[config.mk]
export PLATFORM = sky130hd
export DESIGN_NAME = multicycle_control_fsm
export DESIGN_NICKNAME = d
export VERILOG_FILES = /design/src/rtl/multicycle_control_fsm_pkg.sv /design/src/rtl/mem_wait_timer.sv /design/src/rtl/multicycle_control_fsm.sv
export SDC_FILE = /design/constraint.sdc
export NUM_CORES = 1
export LEC_CHECK = 0
export ABC_CLOCK_PERIOD_IN_PS = 5200
export BUFFER_PORTS_ARGS = -buffer_cell sky130_fd_sc_hd__buf_2
export CORE_UTILIZATION = 35
export CTS_BUF_LIST = sky130_fd_sc_hd__clkbuf_8
export DETAILED_ROUTE_END_ITERATION = 12
export PLACE_DENSITY = 0.62
export SETUP_SLACK_MARGIN = 0.5
export SKIP_LAST_GASP = 1
export SYNTH_ARGS = -nofsm -noshare
export SYNTH_HDL_FRONTEND = slang
export SYNTH_SLANG_ARGS = --single-unit
[constraint.sdc]
create_clock -name clk -period 5.2 [get_ports clk]
set_clock_uncertainty 0.2 [all_clocks]
set_input_delay 0.52 -clock clk [delete_from_list [all_inputs] [get_ports clk]]
set_output_delay 0.52 -clock clk [all_outputs]
set_load 0.02 [all_outputs]
[src/rtl/multicycle_control_fsm_pkg.sv]
// multicycle_control_fsm_pkg: state codes, opcodes, ALUOp codes and opcode decode helpers
package multicycle_control_fsm_pkg;
  typedef enum logic [3:0] {
    S_FETCH   = 4'd0,
    S_DECODE  = 4'd1,
    S_MEMADR  = 4'd2,
    S_MEMRD   = 4'd3,
    S_MEMWB   = 4'd4,
    S_MEMWR   = 4'd5,
    S_REXE    = 4'd6,
    S_RWB     = 4'd7,
    S_BRANCH  = 4'd8,
    S_JUMP    = 4'd9,
    S_IEXE    = 4'd10,
    S_IWB     = 4'd11,
    S_ILLEGAL = 4'd12
  } state_t;
  localparam logic [5:0] OP_RTYPE = 6'h00;
  localparam logic [5:0] OP_J     = 6'h02;
  localparam logic [5:0] OP_BEQ   = 6'h04;
  localparam logic [5:0] OP_BNE   = 6'h05;
  localparam logic [5:0] OP_ADDI  = 6'h08;
  localparam logic [5:0] OP_ANDI  = 6'h0C;
  localparam logic [5:0] OP_ORI   = 6'h0D;
  localparam logic [5:0] OP_LUI   = 6'h0F;
  localparam logic [5:0] OP_LW    = 6'h23;
  localparam logic [5:0] OP_SW    = 6'h2B;
  localparam logic [2:0] ALU_ADD   = 3'b000;
  localparam logic [2:0] ALU_SUB   = 3'b001;
  localparam logic [2:0] ALU_OR    = 3'b010;
  localparam logic [2:0] ALU_AND   = 3'b011;
  localparam logic [2:0] ALU_LUI   = 3'b100;
  localparam logic [2:0] ALU_RTYPE = 3'b111;
  function automatic state_t decode_op(input logic [5:0] op);
    case (op)
      OP_RTYPE:                         return S_REXE;
      OP_LW, OP_SW:                     return S_MEMADR;
      OP_BEQ, OP_BNE:                   return S_BRANCH;
      OP_J:                             return S_JUMP;
      OP_ADDI, OP_ANDI, OP_ORI, OP_LUI: return S_IEXE;
      default:                          return S_ILLEGAL;
    endcase
  endfunction
  function automatic logic [2:0] imm_aluop(input logic [5:0] op);
    return op == OP_ANDI ? ALU_AND : op == OP_ORI ? ALU_OR : op == OP_LUI ? ALU_LUI : ALU_ADD;
  endfunction
endpackage

[src/rtl/mem_wait_timer.sv]
// mem_wait_timer: 8-bit wait counter with clear, count enable and terminal-count flag
module mem_wait_timer #(
  parameter int TC = 15
) (
  input  logic clk,
  input  logic reset,
  input  logic i_clear,
  input  logic i_en,
  output logic o_tc
);
  logic [7:0] r_count;
  always_ff @(posedge clk) begin
    if (reset || i_clear) r_count <= 8'd0;
    else if (i_en) r_count <= r_count + 8'd1;
  end
  assign o_tc = r_count == 8'(TC);
endmodule

[src/rtl/multicycle_control_fsm.sv]
// multicycle_control_fsm: multi-cycle MIPS control sequencer with memory-wait timeout and retire/cycle counters
module multicycle_control_fsm
  import multicycle_control_fsm_pkg::*;
#(
  parameter int MEM_TIMEOUT   = 15,
  parameter int COUNTER_WIDTH = 32
) (
  input  logic                     clk,
  input  logic                     reset,
  input  logic [5:0]               OP,
  input  logic                     MemReady,
  output logic                     PCWrite,
  output logic                     PCWriteCondEQ,
  output logic                     PCWriteCondNE,
  output logic                     IorD,
  output logic                     MemRead,
  output logic                     MemWrite,
  output logic                     IRWrite,
  output logic                     MemtoReg,
  output logic                     RegDst,
  output logic                     RegWrite,
  output logic                     ALUSrcA,
  output logic [1:0]               ALUSrcB,
  output logic [2:0]               ALUOp,
  output logic [1:0]               PCSource,
  output logic                     BusError,
  output logic                     IllegalOp,
  output logic [3:0]               State,
  output logic [COUNTER_WIDTH-1:0] RetiredCount,
  output logic [COUNTER_WIDTH-1:0] CycleCount
);
  state_t                   r_state;
  state_t                   w_next;
  logic [COUNTER_WIDTH-1:0] r_retired;
  logic [COUNTER_WIDTH-1:0] r_cycles;
  logic                     w_wait;
  logic                     w_tc;
  logic                     w_retire;
  assign w_wait = r_state == S_FETCH || r_state == S_MEMRD || r_state == S_MEMWR;
  // timer only runs while stalled in a memory state, so any other cycle leaves it at zero for the next entry
  mem_wait_timer #(.TC(MEM_TIMEOUT)) u_timer (
    .clk     (clk),
    .reset   (reset),
    .i_clear (!w_wait || MemReady || w_tc),
    .i_en    (w_wait && !MemReady),
    .o_tc    (w_tc)
  );
  always_comb begin
    PCWrite       = 1'b0;
    PCWriteCondEQ = 1'b0;
    PCWriteCondNE = 1'b0;
    IorD          = 1'b0;
    MemRead       = 1'b0;
    MemWrite      = 1'b0;
    IRWrite       = 1'b0;
    MemtoReg      = 1'b0;
    RegDst        = 1'b0;
    RegWrite      = 1'b0;
    ALUSrcA       = 1'b0;
    ALUSrcB       = 2'b00;
    ALUOp         = ALU_ADD;
    PCSource      = 2'b00;
    BusError      = 1'b0;
    IllegalOp     = 1'b0;
    w_retire      = 1'b0;
    w_next        = r_state;
    if (!reset) begin
      case (r_state)
        S_FETCH: begin
          MemRead  = 1'b1;
          ALUSrcB  = 2'b01;
          IRWrite  = MemReady;
          PCWrite  = MemReady;
          BusError = !MemReady && w_tc;
          w_next   = MemReady ? S_DECODE : S_FETCH;
        end
        S_DECODE: begin
          ALUSrcB = 2'b11;
          w_next  = decode_op(OP);
        end
        S_MEMADR: begin
          ALUSrcA = 1'b1;
          ALUSrcB = 2'b10;
          w_next  = OP == OP_SW ? S_MEMWR : S_MEMRD;
        end
        S_MEMRD: begin
          MemRead  = 1'b1;
          IorD     = 1'b1;
          BusError = !MemReady && w_tc;
          w_next   = MemReady ? S_MEMWB : w_tc ? S_FETCH : S_MEMRD;
        end
        S_MEMWB: begin
          RegWrite = 1'b1;
          MemtoReg = 1'b1;
          w_retire = 1'b1;
          w_next   = S_FETCH;
        end
        S_MEMWR: begin
          MemWrite = 1'b1;
          IorD     = 1'b1;
          BusError = !MemReady && w_tc;
          w_retire = MemReady;
          w_next   = MemReady || w_tc ? S_FETCH : S_MEMWR;
        end
        S_REXE: begin
          ALUSrcA = 1'b1;
          ALUOp   = ALU_RTYPE;
          w_next  = S_RWB;
        end
        S_RWB: begin
          RegWrite = 1'b1;
          RegDst   = 1'b1;
          w_retire = 1'b1;
          w_next   = S_FETCH;
        end
        S_BRANCH: begin
          ALUSrcA       = 1'b1;
          ALUOp         = ALU_SUB;
          PCSource      = 2'b01;
          PCWriteCondEQ = OP == OP_BEQ;
          PCWriteCondNE = OP == OP_BNE;
          w_retire      = 1'b1;
          w_next        = S_FETCH;
        end
        S_JUMP: begin
          PCWrite  = 1'b1;
          PCSource = 2'b10;
          w_retire = 1'b1;
          w_next   = S_FETCH;
        end
        S_IEXE: begin
          ALUSrcA = 1'b1;
          ALUSrcB = 2'b10;
          ALUOp   = imm_aluop(OP);
          w_next  = S_IWB;
        end
        S_IWB: begin
          RegWrite = 1'b1;
          w_retire = 1'b1;
          w_next   = S_FETCH;
        end
        S_ILLEGAL: begin
          IllegalOp = 1'b1;
          w_next    = S_FETCH;
        end
        default: w_next = S_FETCH;
      endcase
    end
  end
  always_ff @(posedge clk) begin
    if (reset) begin
      r_state   <= S_FETCH;
      r_retired <= '0;
      r_cycles  <= '0;
    end else begin
      r_state  <= w_next;
      r_cycles <= r_cycles + COUNTER_WIDTH'(1);
      if (w_retire) r_retired <= r_retired + COUNTER_WIDTH'(1);
    end
  end
  assign State        = r_state;
  assign RetiredCount = r_retired;
  assign CycleCount   = r_cycles;
endmodule

# After elaboration in Yosys (flattened, before gate mapping)
# Index checks and enable logic that the tools add are counted.
# word_totals
register_bits,76
in_bits,9
out_inout_bits,88
# classes
addsub,3
eq_ne,22
muxes,44
n_reduce_logical,22
# op_table
cell,count
"adder 32 x 1 -> 32 bit, second input constant",2
one-hot mux 4 bit (7 select lines),1
two-way mux 1 bit,27
"equality test 6 x 4 -> 1 bit, second input constant",4
two-way mux 3 bit,7
"equality test 4 bit, second input constant",5
one-hot mux 4 bit (5 select lines),1
"equality test 4 x 3 -> 1 bit, second input constant",4
"equality test 6 x 3 -> 1 bit, second input constant",2
"equality test 6 bit, second input constant",2
OR reduction 2 bit,5
one-hot mux 3 bit (3 select lines),1
"adder 8 x 1 -> 8 bit, second input constant",1
"equality test 4 x 2 -> 1 bit, second input constant",2
"equality test 8 x 4 -> 1 bit, second input constant",1
OR reduction 4 bit,2
"equality test 6 x 2 -> 1 bit, second input constant",1
logical NOT 6 bit,1
logical OR 1 bit,6
two-way mux 2 bit,3
one-hot mux 2 bit (3 select lines),1
OR reduction 3 bit,2
OR reduction 5 bit,1
"equality test 4 x 1 -> 1 bit, second input constant",1
5 further kinds,8

# Logic depth before layout (Yosys ltp)
# logic_depth
word_depth,7
ltp_mapped,8
ltp_nobuf,6

# By module
# From an unflattened synthesis, not the netlist that was laid out.
# hier_totals
cells_unflattened,500
hier_area_um2,4091.4
# by_module_without_submodules
mod,n_inst,cells_per_inst,area_each_um2,seq_area_each_um2
multicycle_control_fsm,1,460,3733.6,1361.3
mem_wait_timer,1,40,357.8,160.2

# Least setup slack after synthesis
# Ideal clock, no wire load.
# synth_path
path_type,input port to output port
start,input reset
end,output MemWrite
arrival_ns,1.874
required_time_ns,4.480
path_slack_ns,2.606
cell_stages,4
cell_sequence,clkbuf_1 -> clkbuf_1 -> clkbuf_1 -> nor4b_1
# synth_between
elab_chain_len,1
# synth_rtl
item,line_no,text
start: declaration,multicycle_control_fsm.sv:9,"input logic reset,"
two-way mux 1 bit,multicycle_control_fsm.sv:67,if (!reset) begin
end: declaration,multicycle_control_fsm.sv:17,"output logic MemWrite,"
# No other way between the ends.

# Worst setup path in the final report
# layout_path
start,"register r_state[0], in the netlist State[0]"
end,output BusError
# layout_between
elab_chain_len,4
word_cells_on_any_way,6
cone_classes,eq/ne: 2; mux: 2; reduce/logical: 2
# layout_rtl
item,line_no,text
start: declaration,multicycle_control_fsm.sv:32,state_t r_state;
start signal: assignment,multicycle_control_fsm.sv:156,r_state <= w_next;
equality test 4 x 2 -> 1 bit (tied with other cells),multicycle_control_fsm.sv:68,case (r_state)
OR reduction 3 bit (no line) *,-,
two-way mux 1 bit *,-,
two-way mux 1 bit *,multicycle_control_fsm.sv:67,
end: declaration,multicycle_control_fsm.sv:26,"output logic BusError,"
# Mark *: on every way between the ends. The rest lies on a longest branch, timed or not.

==> results <==
- The flow ran to the end, and the final reports show no timing, DRC or antenna violations.
- The routed wirelength normalized by instance count is 13.5 um.
- The dominant cell type by area after synthesis is sky130_fd_sc_hd__dfxtp_1.
- The congestion estimate from routability-driven global placement came to 0.855.
- The number of nets in the layout is 595.
- The sequential-to-total area share from yosys stat is 38.5%.
- The total number of yosys warnings is 0.
- The summed instance area of the synthesized netlist is 3960 um^2.
- The total CTS buffers is 9.
- CTS saw 76 sinks.
- In this run, post-CTS hold repair placed 0 buffers.
- Counting every net in the synthesized netlist gives 512.
- The startpoint of the most critical register-to-register path is RetiredCount[2].
- In the routed design, unresolved DRC markers number 0.
- The clock latency on the worst-skew pair is 360 ps.
- The start point of the critical path is State[0].
- The standby leakage power is 1.97 nW.
- The first global-routing pass estimated 16200 um of wire.
- After synthesis, the mean cell area works out to 7.91 um^2.
- The fraction of power spent switching nets is 27.9%.
- In this run the worst path has a maximum fanout of 16.
- The detail route stage leaves a number of antenna-violating nets equal to 0.
- Synthesis inferred 76 register bits.
- For the pin with the worst max-slew slack, the measured transition is 1040 ps.
- Setup repair after global routing left no endpoint under its margin.
- Summed over all layers, the routed wires come to 9820 um.
- The largest single stage delay on the critical path is 630 ps.
- The standard cell with the maximum stage delay on the critical path is sky130_fd_sc_hd__dfxtp_1.
- The class of the most critical setup path is reg -> out.
- The worst endpoint required time is 4480 ps.
- 97 I/O pins were placed.
- The instance count after placement with tap cells included is 712.
- The critical path capture point type is a primary output.
- The post-route minimum period is 3020 ps.
- Of the total power, the clock network draws 41.5%.
- In this run, post-CTS repair resized a total of 0 instances.
- Summed over all nets, the switching power comes to 0.000399 W.
- The filler-free cell count of the finished design is 728.
- The area occupied by multi-input gates is 2300 um^2.
- Across every metal layer, demand over resource in global routing totals 17.2%.
- The initial antenna violation count is 0.
- Walking the worst path, the cells encountered are nand2b_1 -> mux2i_1 -> nand2_1 -> nor3b_1 -> buf_2.
- From synthesis to final layout, the design area changed by 21.2%.
- The floorplan row count is 38.
- The total chip power is 0.00143 W.
- In the routed layout, each cell is associated on average with a via count of 5.22.
- The total congestion overflow is 0.
- The number of hold violations in the final report was 0.
- The sequential fraction of design power is 43.9%.
- The number of antenna diodes in the final layout is 0.
- Counting along the longest clock path gives a buffer depth of 2.
- The max-slew violation total from the final report is 0.
- Ranked by total cell area, the synthesized netlist is headed by sky130_fd_sc_hd__dfxtp_1 (38%), sky130_fd_sc_hd__nor2_1 (8.7%), sky130_fd_sc_hd__xor2_1 (7.3%).
- Buffers placed on the I/O ports in this run total 96.
- The sequential cells in the finished layout cover a total of 1520 um^2.
- The number of setup buffers added after CTS is 0.
- The internal portion of the total power is 0.00103 W.
- The reported max-cap violation count is 0.
- Entering global routing, the biggest net connects 78 pins.
- In this run, synthesis inferred 0 flip-flops with an integrated enable.
- The post-synthesis cell type count is 45.
- Based on the critical path, the design can be clocked at up to 0.331 GHz.
- The number of failing setup endpoints in the final timing report is 0.
- The final route contains 3803 vias.
- For this run, asynchronously set or reset flops after synthesis account for 0%.
- In this run the number of H-tree levels came out at 3.
- Of the total power, combinational logic draws 14.6%.
- The flip-flop cell with the highest count after synthesis is sky130_fd_sc_hd__dfxtp_1.
- Summed over its instances, the top area cell type makes up 38.5% of the synthesized netlist area.
- In this run the tightest slew margin relative to its limit is 30.1%.
- The floorplan step defined a core boundary enclosing 10900 um^2.
- The final critical path takes up 58.1% of the cycle.
- The type of element launching the critical path is a flip-flop.
- The sum of net half-perimeters after detailed placement is 6990 um.
- After technology mapping, the gate count stands at 500.
- The first TritonRoute pass finished after 4 iterations.
- Clock-pin slew was measured on the worst setup and hold paths at 80 ps.
- The via count of the first global-routing pass is 3378.
- The share of layout cells above drive strength 1 is 21.8%.
- The total negative slack is 0 ps.
- The worst vdd rail ir drop is 0.184 mV.
- Once the floorplan was initialized, standard cells occupied 36.2% of the core.
- Data on the critical path arrives at its endpoint at 2300 ps.
- The die outline width is 108 um.
- The path type of the worst min-delay path is reg -> reg.
- The clock tree root buffer cell is sky130_fd_sc_hd__clkbuf_8.
- The floorplan step defined a die boundary enclosing 11700 um^2.
- TritonCTS built the clock tree.
- The power per cell area is 298 nW/um^2.
- Fill cells in the final layout number 1099.
- The first routing iteration left 240 violations.
- The worst hold path begins at RetiredCount[31].
- The floorplan step set the die height to 108 um.
layout make-up:
| class | count | share of cell area [%] |
|---|---|---|
| tap | 140 | 3.66 |
| multi-input combinational | 390 | 48.1 |
| timing repair buffer | 99 | 10.5 |
| sequential | 76 | 31.7 |
| clock buffer | 9 | 2.58 |
| clock inverter | 7 | 2.90 |
| inverter | 7 | 0.548 |
registers in the layout, summed over array words and instances (netlist names):
register / flops
CycleCount: 32
RetiredCount: 32
u_timer.r_count: 8
State: 4
per-layer routing:
metal  up-vias  GRT usage, %  wire [um]
met1      1765          22.7       4660
met3        11          4.34        556
li1       1911             -          -
met2       116          27.6       4510
met4         0          4.63        102
met5         -             0          0
power groups by stage:
stage          sequential, W  clock (W)  combinational [W]
2_1_floorplan       0.000635          0           0.000150
5_1_grt             0.000632   0.000629           0.000231
3_3_place_gp        0.000640          0           0.000204
4_1_cts             0.000627   0.000609           0.000208
3_5_place_dp        0.000641          0           0.000207
6_report            0.000628   0.000593           0.000208
critical path, delay by kind of cell (launching register included):
kind	cells	cell delay, ps
buffers and inverters	1	190
flip-flops	1	630
multiplexers	1	460
AND/OR/NAND/NOR	3	670
cells in the mapped netlist (2+ instances only):
| cell type | count |
|---|---|
| sky130_fd_sc_hd__and3_1 | 13 |
| sky130_fd_sc_hd__mux2_2 | 4 |
| sky130_fd_sc_hd__nand2b_1 | 11 |
| sky130_fd_sc_hd__nand4_1 | 24 |
| sky130_fd_sc_hd__mux2i_1 | 3 |
| sky130_fd_sc_hd__nand3b_1 | 2 |
| sky130_fd_sc_hd__nand2_1 | 29 |
| sky130_fd_sc_hd__nand3_1 | 34 |
| sky130_fd_sc_hd__buf_1 | 2 |
| sky130_fd_sc_hd__or4_1 | 5 |
| sky130_fd_sc_hd__or3_1 | 5 |
| sky130_fd_sc_hd__a31oi_1 | 3 |
| sky130_fd_sc_hd__or2_2 | 3 |
| sky130_fd_sc_hd__and2_1 | 5 |
| sky130_fd_sc_hd__xor2_1 | 33 |
| sky130_fd_sc_hd__dfxtp_1 | 76 |
| sky130_fd_sc_hd__and4_1 | 6 |
| sky130_fd_sc_hd__nor2b_1 | 11 |
| sky130_fd_sc_hd__o21ai_0 | 12 |
| sky130_fd_sc_hd__nor4_1 | 15 |
| sky130_fd_sc_hd__nor4_2 | 2 |
| sky130_fd_sc_hd__xnor2_1 | 24 |
| sky130_fd_sc_hd__inv_1 | 7 |
| sky130_fd_sc_hd__nor3_1 | 22 |
| sky130_fd_sc_hd__nor4b_1 | 2 |
| sky130_fd_sc_hd__clkbuf_1 | 23 |
| sky130_fd_sc_hd__a21oi_1 | 13 |
| sky130_fd_sc_hd__nor2_1 | 92 |
| sky130_fd_sc_hd__ha_1 | 3 |
through the flow:
step | hold slack (ps) | instance area [um^2] | worst slack (ps) | util, %
6_report | 287 | 4790 | 2180 | 43.8
3_5_place_dp | 272 | 4530 | 2400 | 41.4
2_1_floorplan | 234 | 3960 | 2610 | -
4_1_cts | 289 | 4790 | 2180 | 43.8
3_3_place_gp | 262 | 4530 | 2460 | 41.4
5_1_grt | 328 | 4790 | 1890 | 43.8
path summary, 6_finish.rpt:
| check | end | cells past startpoint | slack, ps |
|---|---|---|---|
| setup / recovery | BusError | 5 | 2180 |
| setup reg to reg | RetiredCount[28] | 5 | 2390 |
| hold / removal | RetiredCount[31] | 2 | 290 |
| hold reg to reg | RetiredCount[31] | 2 | 290 |
cell usage in the layout, fill, tap and decap left out, drive strengths merged, types with 9 or more instances in the layout:
master	synthesis	final
a21oi	13	13
and3	13	13
buf	3	99
clkbuf	24	9
dfxtp	76	76
nand2	29	29
nand2b	11	11
nand3	34	34
nand4	25	25
nor2	92	92
nor2b	11	11
nor3	22	22
nor4	17	17
o21ai	12	12
xnor2	24	24
xor2	33	33
cell families after synthesis:
kind of cell             after synthesis  share of synthesized area (%)
XOR/XNOR                              57                           12.6
adder cells (fa/ha/maj)                3                          0.949
multiplexers                           7                           1.90
buffers and inverters                 34                           3.29
AND/OR/NAND/NOR                      285                           37.1
flip-flops                            76                           38.5
AO/OA/AOI/OAI                         38                           5.66
(Power assumes the default switching activity.)
